$ cat src/rtl/prog_freq_div_pkg.sv
// Shared constants for the programmable frequency divider.
package prog_freq_div_pkg;

    localparam int unsigned MIN_RATIO       = 2;
    localparam int unsigned DEF_WIDTH       = 10;
    localparam int unsigned DEF_RESET_RATIO = 8;

endpackage

$ cat src/rtl/prog_freq_div_if.sv
// Control/status bundle between a ratio requester (master) and the divider (slave).
interface prog_freq_div_if
    import prog_freq_div_pkg::*;
#(
    parameter int unsigned WIDTH = DEF_WIDTH
);

    logic             EN;
    logic [WIDTH-1:0] DIV_RATIO;
    logic             RATIO_LOAD;
    logic             RATIO_ACK;
    logic             DIV_OUT;
    logic             DIV_PULSE;
    logic [WIDTH-1:0] DIV_TAPS;

    modport master (
        output EN, DIV_RATIO, RATIO_LOAD,
        input  RATIO_ACK, DIV_OUT, DIV_PULSE, DIV_TAPS
    );

    modport slave (
        input  EN, DIV_RATIO, RATIO_LOAD,
        output RATIO_ACK, DIV_OUT, DIV_PULSE, DIV_TAPS
    );

endinterface

$ cat src/rtl/prog_freq_div_ratio_ctrl.sv
// Divide-ratio handshake: captures a clamped request, applies it at a wrap (or at once while idle), acknowledges.
module prog_freq_div_ratio_ctrl
    import prog_freq_div_pkg::*;
#(
    parameter int unsigned WIDTH       = DEF_WIDTH,
    parameter int unsigned RESET_RATIO = DEF_RESET_RATIO
) (
    input  logic             clk,
    input  logic             rst_n,
    input  logic             en,
    input  logic             wrap,
    input  logic             ratio_load,
    input  logic [WIDTH-1:0] div_ratio,
    output logic [WIDTH-1:0] n_act,
    output logic             apply,
    output logic             ratio_ack
);

    logic [WIDTH-1:0] pend;
    logic             pending;
    logic [WIDTH-1:0] ratio_clamped;

    always_comb begin
        ratio_clamped = div_ratio;
        if (div_ratio < WIDTH'(MIN_RATIO)) begin
            ratio_clamped = WIDTH'(MIN_RATIO);
        end
        // pending is only set after the capture edge, so a capture on a wrap edge waits for the next wrap
        apply = pending && (wrap || !en);
    end

    always_ff @(posedge clk or negedge rst_n) begin
        if (!rst_n) begin
            pend      <= '0;
            pending   <= 1'b0;
            n_act     <= WIDTH'(RESET_RATIO);
            ratio_ack <= 1'b0;
        end else begin
            ratio_ack <= apply;
            if (apply) begin
                n_act   <= pend;
                pending <= 1'b0;
            end else if (ratio_load && !pending) begin
                pend    <= ratio_clamped;
                pending <= 1'b1;
            end
        end
    end

endmodule

$ cat src/rtl/prog_freq_div.sv
// Programmable clock divider with registered divided clock, wrap strobe and optional binary taps.
// Define PROG_FREQ_DIV_TAPS_EN to build the tap counter; otherwise DIV_TAPS is tied to zero.
module prog_freq_div
    import prog_freq_div_pkg::*;
#(
    parameter int unsigned WIDTH       = DEF_WIDTH,
    parameter int unsigned RESET_RATIO = DEF_RESET_RATIO
) (
    input  logic            BEFORE_DIVIDER,
    input  logic            RESETB,
    prog_freq_div_if.slave  bus
);

    logic [WIDTH-1:0] cnt;
    logic [WIDTH-1:0] cnt_next;
    logic [WIDTH-1:0] n_act;
    logic [WIDTH-1:0] taps;
    logic [WIDTH:0]   half;
    logic             wrap;
    logic             apply;
    logic             ratio_ack;
    logic             div_out;
    logic             div_pulse;

    prog_freq_div_ratio_ctrl #(
        .WIDTH       (WIDTH),
        .RESET_RATIO (RESET_RATIO)
    ) u_ratio_ctrl (
        .clk        (BEFORE_DIVIDER),
        .rst_n      (RESETB),
        .en         (bus.EN),
        .wrap       (wrap),
        .ratio_load (bus.RATIO_LOAD),
        .div_ratio  (bus.DIV_RATIO),
        .n_act      (n_act),
        .apply      (apply),
        .ratio_ack  (ratio_ack)
    );

    always_comb begin
        wrap     = (cnt >= n_act - 1'b1);
        cnt_next = wrap ? '0 : cnt + 1'b1;
        half     = ({1'b0, n_act} + 1'b1) >> 1;
    end

    always_ff @(posedge BEFORE_DIVIDER or negedge RESETB) begin
        if (!RESETB) begin
            cnt       <= '0;
            div_out   <= 1'b0;
            div_pulse <= 1'b0;
        end else if (bus.EN) begin
            cnt       <= cnt_next;
            div_out   <= ({1'b0, cnt_next} < half);
            div_pulse <= wrap;
        end else begin
            div_pulse <= 1'b0;
            // an idle apply restarts the period at its high phase
            if (apply) begin
                cnt     <= '0;
                div_out <= 1'b1;
            end
        end
    end

`ifdef PROG_FREQ_DIV_TAPS_EN
    always_ff @(posedge BEFORE_DIVIDER or negedge RESETB) begin
        if (!RESETB) begin
            taps <= '0;
        end else if (bus.EN) begin
            taps <= taps + 1'b1;
        end
    end
`else
    always_comb begin
        taps = '0;
    end
`endif

    assign bus.DIV_OUT   = div_out;
    assign bus.DIV_PULSE = div_pulse;
    assign bus.RATIO_ACK = ratio_ack;
    assign bus.DIV_TAPS  = taps;

endmodule

$ cat src/flat_wrapper.sv
// flat-port wrapper written by rule: the top's interface ports become plain ports
module prog_freq_div_flat import prog_freq_div_pkg::*;
#(
    parameter int unsigned WIDTH       = DEF_WIDTH,
    parameter int unsigned RESET_RATIO = DEF_RESET_RATIO
)
  (BEFORE_DIVIDER, RESETB, bus_EN, bus_DIV_RATIO, bus_RATIO_LOAD, bus_RATIO_ACK, bus_DIV_OUT, bus_DIV_PULSE, bus_DIV_TAPS);
  prog_freq_div_if #(.WIDTH(WIDTH)) bus_i ();
  input  logic BEFORE_DIVIDER;
  input  logic RESETB;
  input wire logic [$bits(bus_i.EN)-1:0] bus_EN;
  input wire logic [$bits(bus_i.DIV_RATIO)-1:0] bus_DIV_RATIO;
  input wire logic [$bits(bus_i.RATIO_LOAD)-1:0] bus_RATIO_LOAD;
  output wire logic [$bits(bus_i.RATIO_ACK)-1:0] bus_RATIO_ACK;
  output wire logic [$bits(bus_i.DIV_OUT)-1:0] bus_DIV_OUT;
  output wire logic [$bits(bus_i.DIV_PULSE)-1:0] bus_DIV_PULSE;
  output wire logic [$bits(bus_i.DIV_TAPS)-1:0] bus_DIV_TAPS;
  assign bus_i.EN = bus_EN;
  assign bus_i.DIV_RATIO = bus_DIV_RATIO;
  assign bus_i.RATIO_LOAD = bus_RATIO_LOAD;
  assign bus_RATIO_ACK = bus_i.RATIO_ACK;
  assign bus_DIV_OUT = bus_i.DIV_OUT;
  assign bus_DIV_PULSE = bus_i.DIV_PULSE;
  assign bus_DIV_TAPS = bus_i.DIV_TAPS;
  prog_freq_div #(.WIDTH(WIDTH), .RESET_RATIO(RESET_RATIO)) u_core (.BEFORE_DIVIDER(BEFORE_DIVIDER), .RESETB(RESETB), .bus(bus_i));
endmodule
$ cat config.mk
export PLATFORM = sky130hd
export DESIGN_NAME = prog_freq_div_flat
export DESIGN_NICKNAME = d
export VERILOG_FILES = /design/src/rtl/prog_freq_div_pkg.sv /design/src/rtl/prog_freq_div_if.sv /design/src/rtl/prog_freq_div_ratio_ctrl.sv /design/src/rtl/prog_freq_div.sv /design/src/flat_wrapper.sv
export SDC_FILE = /design/constraint.sdc
export NUM_CORES = 1
export LEC_CHECK = 0
export BUFFER_PORTS_ARGS = -buffer_cell sky130_fd_sc_hd__buf_2
export CAP_MARGIN = 20
export CORE_ASPECT_RATIO = 1.5
export CORE_MARGIN = 5
export CORE_UTILIZATION = 25
export CTS_CLUSTER_DIAMETER = 80
export DETAILED_ROUTE_END_ITERATION = 6
export RECOVER_POWER = 100
export SETUP_SLACK_MARGIN = 0.4
export SYNTH_ARGS = -nofsm -noshare
export SYNTH_HDL_FRONTEND = slang
export SYNTH_SLANG_ARGS = --single-unit
$ cat constraint.sdc
create_clock -name BEFORE_DIVIDER -period 5.03 [get_ports BEFORE_DIVIDER]
set_clock_uncertainty 0.2 [all_clocks]
set_input_delay 0.2515 -clock BEFORE_DIVIDER [delete_from_list [all_inputs] [get_ports BEFORE_DIVIDER]]
set_output_delay 0.2515 -clock BEFORE_DIVIDER [all_outputs]
set_load 0.1 [all_outputs]
==> metrics.txt <==
VDD IR max approximately 0.25 mV; Die ar. roughly 12,000 um2; Synth Cell Area roughly 2400 um2; measured slew at the worst slew-check pin ~1.8 ns; Met2 Routed Length approximately 2.8 mm; register area share after synthesis between 30% and 40%; total grt overflow 0; final layout net count 293; IO Pins 27; CP max stage cell dfrtp_1; pwr dens about 520 nW/um2; Switching Share 40.0%; Core Footprint 9310 um2; drt pass-1 iters 4; met3 WL about 210 um; most frequent cells in the layout 33 x dfrtp_1, 22 x ha_1, 21 x nor2_1, 21 x nand2_1, 16 x mux2_2; final setup fails 0; Worst EP arrival approximately 4.4 ns; Setup TNS Final 0 ns; Yosys reg bits 34; largest net degree at the start of global routing 35; Crit path top cell by count ha_1; CP endpoint kind register; ys flop type dfrtp_1; DIE WIDTH 90.0 um; Starting Density 25.8%; CP Launch Type register; Logic pwr share between 30% and 40%; total length of routed wires approximately 5.2 mm; GPL Wtd Cong 0.927; Period minus WS final ~4.4 ns; setup bufs post-CTS 0; Largest delay share family, worst path simple AND/OR/NAND/NOR gates; largest area contributor in the netlist dfrtp_1; top-area cell type share of the netlist area 34.4%; initial antenna violation count 0; r2r setup slk roughly 0.62 ns; number of DRC markers in iteration 0 140; Die H ~130 um; area added between synthesis and finish 11.3%; multi-input logic area approximately 1400 um2; CP bufs+invs 0; critical-path cell list nor4_2 > nand2b_1 > or3_1 > nor3_2 > xnor2_1 > ha_1 > nand4_2 > a211o_1 > o211ai_1 > or2_1 > nor2_1 > ha_1 > a21oi_1 > o21ai_0 > o41ai_1 > o311a_1; failing checks max-capacitance violations, max-slew violations; FMAX 0.227 GHz; Reg power frac between 30% and 40%; Filler cells between 900 and 1,000; Pleak approximately 1.2 nW; ANT cells 0; commonest non-fill, non-tap cell in the layout dfrtp_1; CTS Root Cell clkbuf_16; Hold Crit Class in -> reg; Total Power 1.39 mW; detailed-route via count between 1,500 and 2,000; wl on met1 2.00 mm; vias in the first global route about 1,800; routed len/inst ~14 um; clock sinks 34; Post-Synthesis Cells between 200 and 250; Yosys cell types 48; CTS Buf Count 5; final hold violation count 0; IO Port Bufs 16; Final Max Slew Viols 35; clock power share about a quarter; Slew HR -20.2%; Post-Place Worst Slack 0.723 ns; non-filler cells in the finished layout 370; Pint ~830 uW; H-tree levels 2; insertion delay to the later sink of the worst-skew pair 0.28 ns; Via density approximately 4.8; placed cell count 361; crit-path max cell delay 0.47 ns; worst path required time about 5.1 ns; max-cap violation count 1; ys async rst share 100%; syn_area_per_cell approximately 10 um2; Reg area approximately 850 um2; # rows 43; Hold WS 0.0149 ns; Syn. warnings 0; layout cells sized above 1 between 10% and 20%; TritonCTS clock tree yes; period utilization between 80 and 90%; post-DP HPWL 4.15 mm; switching pwr around 560 uW; Total GRT Usage a little under a tenth; remaining antenna violation count 0; clk slew on worst S/H paths approximately 0.06 ns; Remaining DRCs 0; status finished with violations; top sig layer met4; Max Buffers Root-to-Sink 2; number of flops mapped to enable cells by yosys 0; crit path kind reg -> reg; Worst Path Max Fanout 12; RSZ-0062 raised after global routing false; setup ws final 0.622 ns; top post-synthesis cells by area dfrtp_1 34%, ha_1 11%, mux2_4 5.0%; first-pass GRT wire length between 8 and 9 mm
[synth_stat cells (all sizes together), types with 5 or more instances]
cell type / count
dfrtp: 33
ha: 22
nand2: 21
nor2: 21
mux2: 17
buf: 15
xor2: 11
inv: 10
nand3: 10
xnor2: 10
a21oi: 8
o21ai: 8
nor3: 6
nand4: 5
nor4: 5
or2: 5
[what timing repair did]
action                    in CTS  in global routing
hold endpoints to repair      33                  0
hold buffers                   1                  0
gates resized for setup        0                  0
[flip-flops by register name, indices dropped and copies added, names as in the netlist]
name                           cells
u_core.u_ratio_ctrl.pend          10
u_core.bus.DIV_OUT                 1
u_core.cnt                        10
u_core.u_ratio_ctrl.pending        1
u_core.bus.DIV_PULSE               1
u_core.u_ratio_ctrl.n_act         10
u_core.u_ratio_ctrl.ratio_ack      1
[metal layers]
metal | global-route usage [%] | vias to the layer above
met1 | 8.87 | 850
li1 | - | 865
met4 | 5.52 | 0
met5 | 0 | -
met3 | 1.61 | 15
met2 | 18.0 | 49
[power by group through the flow]
stage | Clock (mW) | Combinational (mW) | Sequential (mW)
floorplan | 0 | 0.497 | 0.444
global placement | 0 | 0.556 | 0.488
detailed placement | 0 | 0.568 | 0.492
CTS | 0.364 | 0.575 | 0.488
global route | 0.375 | 0.613 | 0.499
finish | 0.357 | 0.549 | 0.484
[final timing paths]
check | to | startpoint | cells after the start
worst max-delay path | u_core.bus.DIV_OUT$_DFFE_PN0P_ | u_core.u_ratio_ctrl.n_act[5]$_DFFE_PN0P_ | 16
worst min-delay path | u_core.u_ratio_ctrl.pend[3]$_DFFE_PN0P_ | bus_DIV_RATIO[3] | 2
worst max register to register | u_core.bus.DIV_OUT$_DFFE_PN0P_ | u_core.u_ratio_ctrl.n_act[5]$_DFFE_PN0P_ | 16
worst min register to register | u_core.u_ratio_ctrl.pend[0]$_DFFE_PN0P_ | u_core.u_ratio_ctrl.pend[0]$_DFFE_PN0P_ | 1
max in group asynchronous | u_core.u_ratio_ctrl.ratio_ack$_DFF_PN0_ | RESETB | 2
min in group asynchronous | u_core.cnt[0]$_DFFE_PN0P_ | RESETB | 2
[cells by family after synthesis]
family	share of synthesized area, %
XOR/XNOR	7.67
adder cells (fa/ha/maj)	11.5
AND/OR/NAND/NOR	17.2
flip-flops	35.5
buffers and inverters	6.16
other	0.156
AO/OA/AOI/OAI	12.2
multiplexers	9.65
[stage by stage]
stage	utilization [%]	area [um2]
global route	28.7	2670
global placement	27.3	2540
CTS	29.3	2720
detailed placement	27.3	2540
floorplan	-	2430
finish	28.7	2670
[area by class of cell]
class,instances,share of cell area (%)
Multi-Input combinational cell,189,51.9
Clock inverter,3,1.69
Sequential cell,34,31.9
Clock buffer,5,4.69
Tap cell,112,5.25
Timing Repair Buffer,17,3.19
Inverter,10,1.41
(Power assumes the default switching activity.)
